===== src/rtl/eq_band_mixer.sv =====
// Graphic-EQ band mixer: snapshots NBANDS filter-bank samples and gains, runs a
// serial multiply-accumulate, then rounds and saturates to a 24-bit output sample.
module eq_band_mixer #(
  parameter int          NBANDS     = 10,
  parameter logic [15:0] GAIN_RESET = 16'h4000
) (
  input  logic                  i_clk,
  input  logic                  i_rst,
  input  logic                  i_en,
  input  logic [24*NBANDS-1:0]  i_bands,
  input  logic                  i_gain_we,
  input  logic [3:0]            i_gain_addr,
  input  logic [15:0]           i_gain_data,
  output logic [23:0]           o_data,
  output logic                  o_valid,
  output logic                  o_busy,
  output logic                  o_sat,
  output logic                  o_overrun
);

  localparam int KW = $clog2(NBANDS + 1);
  localparam int IW = (NBANDS > 1) ? $clog2(NBANDS) : 1;
  localparam logic [KW-1:0] K_LAST = KW'(NBANDS);
  localparam logic [4:0]    NB5    = 5'(NBANDS);
  localparam logic signed [43:0] SAT_HI = 44'sd8388607;
  localparam logic signed [43:0] SAT_LO = -44'sd8388608;

  typedef enum logic [1:0] {
    IDLE = 2'd0,
    ACC  = 2'd1,
    OUT  = 2'd2
  } state_t;

  state_t state_q, state_d;
  logic [KW-1:0]        k_q, k_d;
  logic signed [43:0]   acc_q, acc_d;
  logic [23:0]          data_q, data_d;
  logic                 valid_q, valid_d;
  logic                 busy_q, busy_d;
  logic                 sat_q, sat_d;
  logic                 overrun_q, overrun_d;

  logic signed [15:0]   gain_q  [NBANDS];
  logic signed [15:0]   sgain_q [NBANDS];
  logic signed [23:0]   sband_q [NBANDS];

  logic                 capture_s;
  logic                 gain_wr_s;
  logic [IW-1:0]        idx_s;
  logic signed [39:0]   prod_s;
  logic signed [43:0]   rnd_s;
  logic signed [43:0]   shr_s;
  logic [23:0]          res_s;
  logic                 res_sat_s;

  assign idx_s     = k_q[IW-1:0];
  assign prod_s    = sband_q[idx_s] * sgain_q[idx_s];
  assign gain_wr_s = i_gain_we && ({1'b0, i_gain_addr} < NB5);

  // Round half up, arithmetic shift back to sample scale, then clip to 24 bits
  always_comb begin
    rnd_s     = acc_q + 44'sd8192;
    shr_s     = rnd_s >>> 14;
    res_s     = shr_s[23:0];
    res_sat_s = 1'b0;
    if (shr_s > SAT_HI) begin
      res_s     = 24'h7FFFFF;
      res_sat_s = 1'b1;
    end else if (shr_s < SAT_LO) begin
      res_s     = 24'h800000;
      res_sat_s = 1'b1;
    end else begin
      res_sat_s = 1'b0;
    end
  end

  // Next-state and output decode; the extra ACC cycle at k == NBANDS registers the result
  always_comb begin
    state_d   = state_q;
    k_d       = k_q;
    acc_d     = acc_q;
    data_d    = data_q;
    valid_d   = 1'b0;
    sat_d     = 1'b0;
    capture_s = 1'b0;
    case (state_q)
      IDLE: begin
        if (i_en) begin
          state_d   = ACC;
          capture_s = 1'b1;
          k_d       = {KW{1'b0}};
          acc_d     = 44'sd0;
        end else begin
          state_d = IDLE;
        end
      end
      ACC: begin
        if (k_q == K_LAST) begin
          data_d  = res_s;
          sat_d   = res_sat_s;
          valid_d = 1'b1;
          state_d = OUT;
        end else begin
          acc_d = acc_q + {{4{prod_s[39]}}, prod_s};
          k_d   = k_q + {{(KW-1){1'b0}}, 1'b1};
        end
      end
      OUT: begin
        state_d = IDLE;
      end
      default: begin
        state_d = IDLE;
      end
    endcase
    busy_d    = (state_d != IDLE);
    overrun_d = i_en && (state_q != IDLE);
  end

  // Control state, accumulator and registered outputs
  always_ff @(posedge i_clk or posedge i_rst) begin
    if (i_rst) begin
      state_q   <= IDLE;
      k_q       <= {KW{1'b0}};
      acc_q     <= 44'sd0;
      data_q    <= 24'd0;
      valid_q   <= 1'b0;
      busy_q    <= 1'b0;
      sat_q     <= 1'b0;
      overrun_q <= 1'b0;
    end else begin
      state_q   <= state_d;
      k_q       <= k_d;
      acc_q     <= acc_d;
      data_q    <= data_d;
      valid_q   <= valid_d;
      busy_q    <= busy_d;
      sat_q     <= sat_d;
      overrun_q <= overrun_d;
    end
  end

  // Live gain bank plus the per-sample shadow copy; the snapshot reads pre-write gains
  always_ff @(posedge i_clk or posedge i_rst) begin
    if (i_rst) begin
      for (int b = 0; b < NBANDS; b++) begin
        gain_q[b]  <= GAIN_RESET;
        sgain_q[b] <= GAIN_RESET;
        sband_q[b] <= 24'sd0;
      end
    end else begin
      if (gain_wr_s) begin
        gain_q[i_gain_addr] <= i_gain_data;
      end
      if (capture_s) begin
        for (int b = 0; b < NBANDS; b++) begin
          sgain_q[b] <= gain_q[b];
          sband_q[b] <= i_bands[24*b +: 24];
        end
      end
    end
  end

  assign o_data    = data_q;
  assign o_valid   = valid_q;
  assign o_busy    = busy_q;
  assign o_sat     = sat_q;
  assign o_overrun = overrun_q;

endmodule


===== config.mk =====
export PLATFORM = sky130hd
export DESIGN_NAME = eq_band_mixer
export DESIGN_NICKNAME = d
export VERILOG_FILES = /design/src/rtl/eq_band_mixer.sv
export SDC_FILE = /design/constraint.sdc
export NUM_CORES = 2
export LEC_CHECK = 0
export ABC_AREA = 1
export ABC_CLOCK_PERIOD_IN_PS = 21200
export BUFFER_PORTS_ARGS = -buffer_cell sky130_fd_sc_hd__buf_2
export CAP_MARGIN = 20
export CORE_UTILIZATION = 40
export CTS_BUF_LIST = sky130_fd_sc_hd__clkbuf_4 sky130_fd_sc_hd__clkbuf_8
export CTS_CLUSTER_SIZE = 28
export DETAILED_ROUTE_END_ITERATION = 10
export GPL_ROUTABILITY_DRIVEN = 0
export GPL_TIMING_DRIVEN = 0
export MAX_ROUTING_LAYER = met4
export SLEW_MARGIN = 20
export SYNTH_ARGS = -nofsm -noshare
export SYNTH_HDL_FRONTEND = slang
export SYNTH_SLANG_ARGS = --single-unit

===== constraint.sdc =====
create_clock -name i_clk -period 21.2 [get_ports i_clk]
set_input_delay 2.12 -clock i_clk [delete_from_list [all_inputs] [get_ports i_clk]]
set_output_delay 2.12 -clock i_clk [all_outputs]
set_load 0.02 [all_outputs]

==> flow_summary.ini <==
[cts]
clock_path_buffers = 3
cts-resized-gates = 0
clk_pin_slew_ns = 0.07
clock-sinks = 638
numCtsBuffers = 101
cts_hold_buffers = 0
clk_latency_ns = 0.78
htree_levels = 3
cts.root.buffer_cell = clkbuf_8
cts_setup_buffers = 0
tritoncts = done

[timing]
finalCriticalPeriod_ns = 11.35
fmax_mhz = 88.14
period_share = 0.5351
slew_viol_final = 0
worst_pin_slew_ns = 1.268
hold_viol = 0
finClkSkew_ns = 0.09728
rsz0062_at_grt = no
setup_viol = 0
maxSlewHeadroom = 0.1493
holdWs_ns = 0.4342

[synth]
async_flop_share = 1.000
syn_area_mm2 = 0.04586
ys_ff_latch = 638
syn_area_per_cell_um2 = 7.750
synth_xor_area_frac = 0.01184
synth_cells = 5918
synth_fa_ha_area_frac = 0.2030
yosysTopAreaCellShare = 0.3372
synth_top_flop_cell = dfrtp_1
synth_top_family_by_area = simple AND/OR/NAND/NOR gates
synth.area.mux_share = 0.009603
synth_fp_nets = 6701
yosys-top-cells-area = dfrtp_1, nand2_1, fa_1
ys_seq_area_frac = 0.3487
synthSimpleGateAreaFrac = 0.2211
synth_edf_count = 0
synth_top_area_cell = dfrtp_1
synth_compound_area_frac = 0.1050
ys_warn_count = 0
ys_types = 53

[routing]
vias = 41690
ant_nets = 0
drt_iter0_markers = 4412
drc = 0
route.final.wire_length_um = 171500
drt-pass1-iter-count = 6
post_drt_wl_per_cell_um = 21.70
vias_per_cell = 5.277

[setup_path]
max_stage_delay_ns = 0.82
reg2reg_setup_slack_ns = 9.85
crit_buf_inv = 8
crit_top_cell = fa_1
cp_max_fo = 11
crit_slowest_cell = clkbuf_1
crit_type = flop to flop
critical_path_required_ns = 21.84
worst_path_dominant_cell_family = adder cells
worstPathArrival_ns = 11.99
worstSetupStartpointType = flop
cp-end-kind = flop

[die]
io_pins = 292
core_area_mm2 = 0.1131
fp-row-count = 123
die-area_mm2 = 0.1160
initial_core_util = 0.4055
die_w_um = 340.6
die_y_um = 340.6

[place]
dp_hpwl_um = 135900
io_buffers = 291

[cells_and_area]
drive_above_1_share = 0.09992
nets = 7103
area_growth_syn_to_layout_pct = 12.61
nFillCells = 11480
regArea_mm2 = 0.01599
multi_input_area_mm2 = 0.02526

[global_routing]
gr-total-overflow = 0
track_usage = 0.3056
grt_pass1_vias = 41650
grt_pass1_wl_um = 257500
grt_max_degree = 103
grt_antenna_before_repair = 7

[min_path]
hold_class = flop to flop

[run]
drv_cap = 0

[outcome]
outcome = finished clean
final cells by class:
class                   instances  area share
plain buffers                 260     0.02171
clock inverters                26    0.005354
clock buffers                 152     0.03772
repair buffers                299     0.03207
inverters                     933     0.06795
flip-flops and latches        638      0.3096
well taps                    1500     0.03634
diodes                          5   0.0002423
multi-input cells            4087      0.4890
synthesized netlist by cell type (3+ instances only):
library cell and instances:
nand3_1 126, dfrtp_1 618, o21ai_1 16, nor4_1 5, ha_1 144, nor2_1 344
a31oi_1 9, a32o_1 7, dfstp_2 20, buf_6 3, buf_1 5, a21o_1 12
o211ai_1 56, a21oi_1 162, o21ai_2 3, a31o_2 8, clkbuf_1 170, nand3b_1 6
xnor2_1 20, buf_2 74, nand2_1 2045, o21ai_0 507, nand2_2 12, a21boi_0 6
nor2_2 6, mux2i_1 44, o22ai_1 6, inv_1 927, xor2_1 42, o221ai_1 27
nor3_1 33, a21oi_2 9, inv_2 4, nand4_1 12, fa_1 375, buf_4 8
o21bai_1 20, or2_2 4, o31ai_1 4
registers in the layout, indices dropped and copies added (netlist names):
register	flops
o_sat	1
sband_q	240
o_data	24
idx_s	4
o_overrun	1
gain_q	160
o_busy	1
sgain_q	160
o_valid	1
state_q	2
acc_q	44
layer usage:
metal | routed length, um | track usage | up-vias
met5 | 0 | - | -
met2 | 77680 | 0.4684 | 1980
li1 | - | - | 18980
met4 | 7945 | 0.1273 | 0
met1 | 69150 | 0.3936 | 20410
met3 | 16680 | 0.06278 | 327
placed cells by master, fill, tap and decap left out, types with 7 or more instances in the layout:
cell and count:
nand2_1 2045, inv_1 926, dfrtp_1 618, o21ai_0 507, fa_1 375, buf_2 365
nor2_1 344, clkbuf_1 170, a21oi_1 162, ha_1 144, clkbuf_8 129, nand3_1 126
o211ai_1 56, mux2i_1 44, xor2_1 42, nor3_1 33, o221ai_1 27, clkbuf_4 23
xnor2_1 20, o21bai_1 20, dfstp_2 20, o21ai_1 14, clkinv_2 14, nand4_1 12
a21o_1 12, nand2_2 12, buf_4 9, a31oi_1 9, a21oi_2 9, a31o_2 8
a32o_1 7, buf_16 7
tightest hold or removal path, stage by stage, from the launching register on:
cell	delay, ns
dfrtp_1	0.34
nand2_1	0.05
nand2_1	0.05
worst paths after layout:
path	end	cells after the start	from
hold / removal	sgain_q[107]$_DFFE_PP0P_	2	gain_q[107]$_DFFE_PP0P_
hold reg to reg	sgain_q[107]$_DFFE_PP0P_	2	gain_q[107]$_DFFE_PP0P_
setup / recovery	acc_q[26]$_DFFE_PP0P_	34	idx_s[0]$_DFFE_PP0P_
max in group asynchronous	acc_q[21]$_DFFE_PP0P_	5	i_rst
setup reg to reg	acc_q[26]$_DFFE_PP0P_	34	idx_s[0]$_DFFE_PP0P_
min in group asynchronous	sband_q[56]$_DFFE_PP0P_	2	i_rst
through the flow:
stage / worst slack (ns) / area [um^2] / util / setup TNS [ns] / cells
CTS: 10.09 / 51630 / 0.4564 / 0 / 7895
global route: 9.426 / 51650 / 0.4566 / 0 / 7900
detailed placement: 10.12 / 49400 / 0.4368 / 0 / 7717
finish: 9.855 / 51650 / 0.4566 / 0 / 7900
global placement: -6.328 / 49200 / 0.4349 / -3839.27 / 7709
floorplan: 1.241 / 45860 / - / 0 / 5918
kinds of logic (layout without fill, tap and decap cells):
kind of cell | after synthesis | in the layout
compound gates | 859 | 859
xor+xnor | 62 | 62
fa+ha+maj | 519 | 519
buf+inv | 1193 | 1670
flops | 638 | 638
mux | 44 | 44
other cells | 0 | 5
simple gates | 2603 | 2603
Power is left out: the tool's default activity adds up to more than one toggle a clock period on the data nets, which glitch-free logic cannot reach.
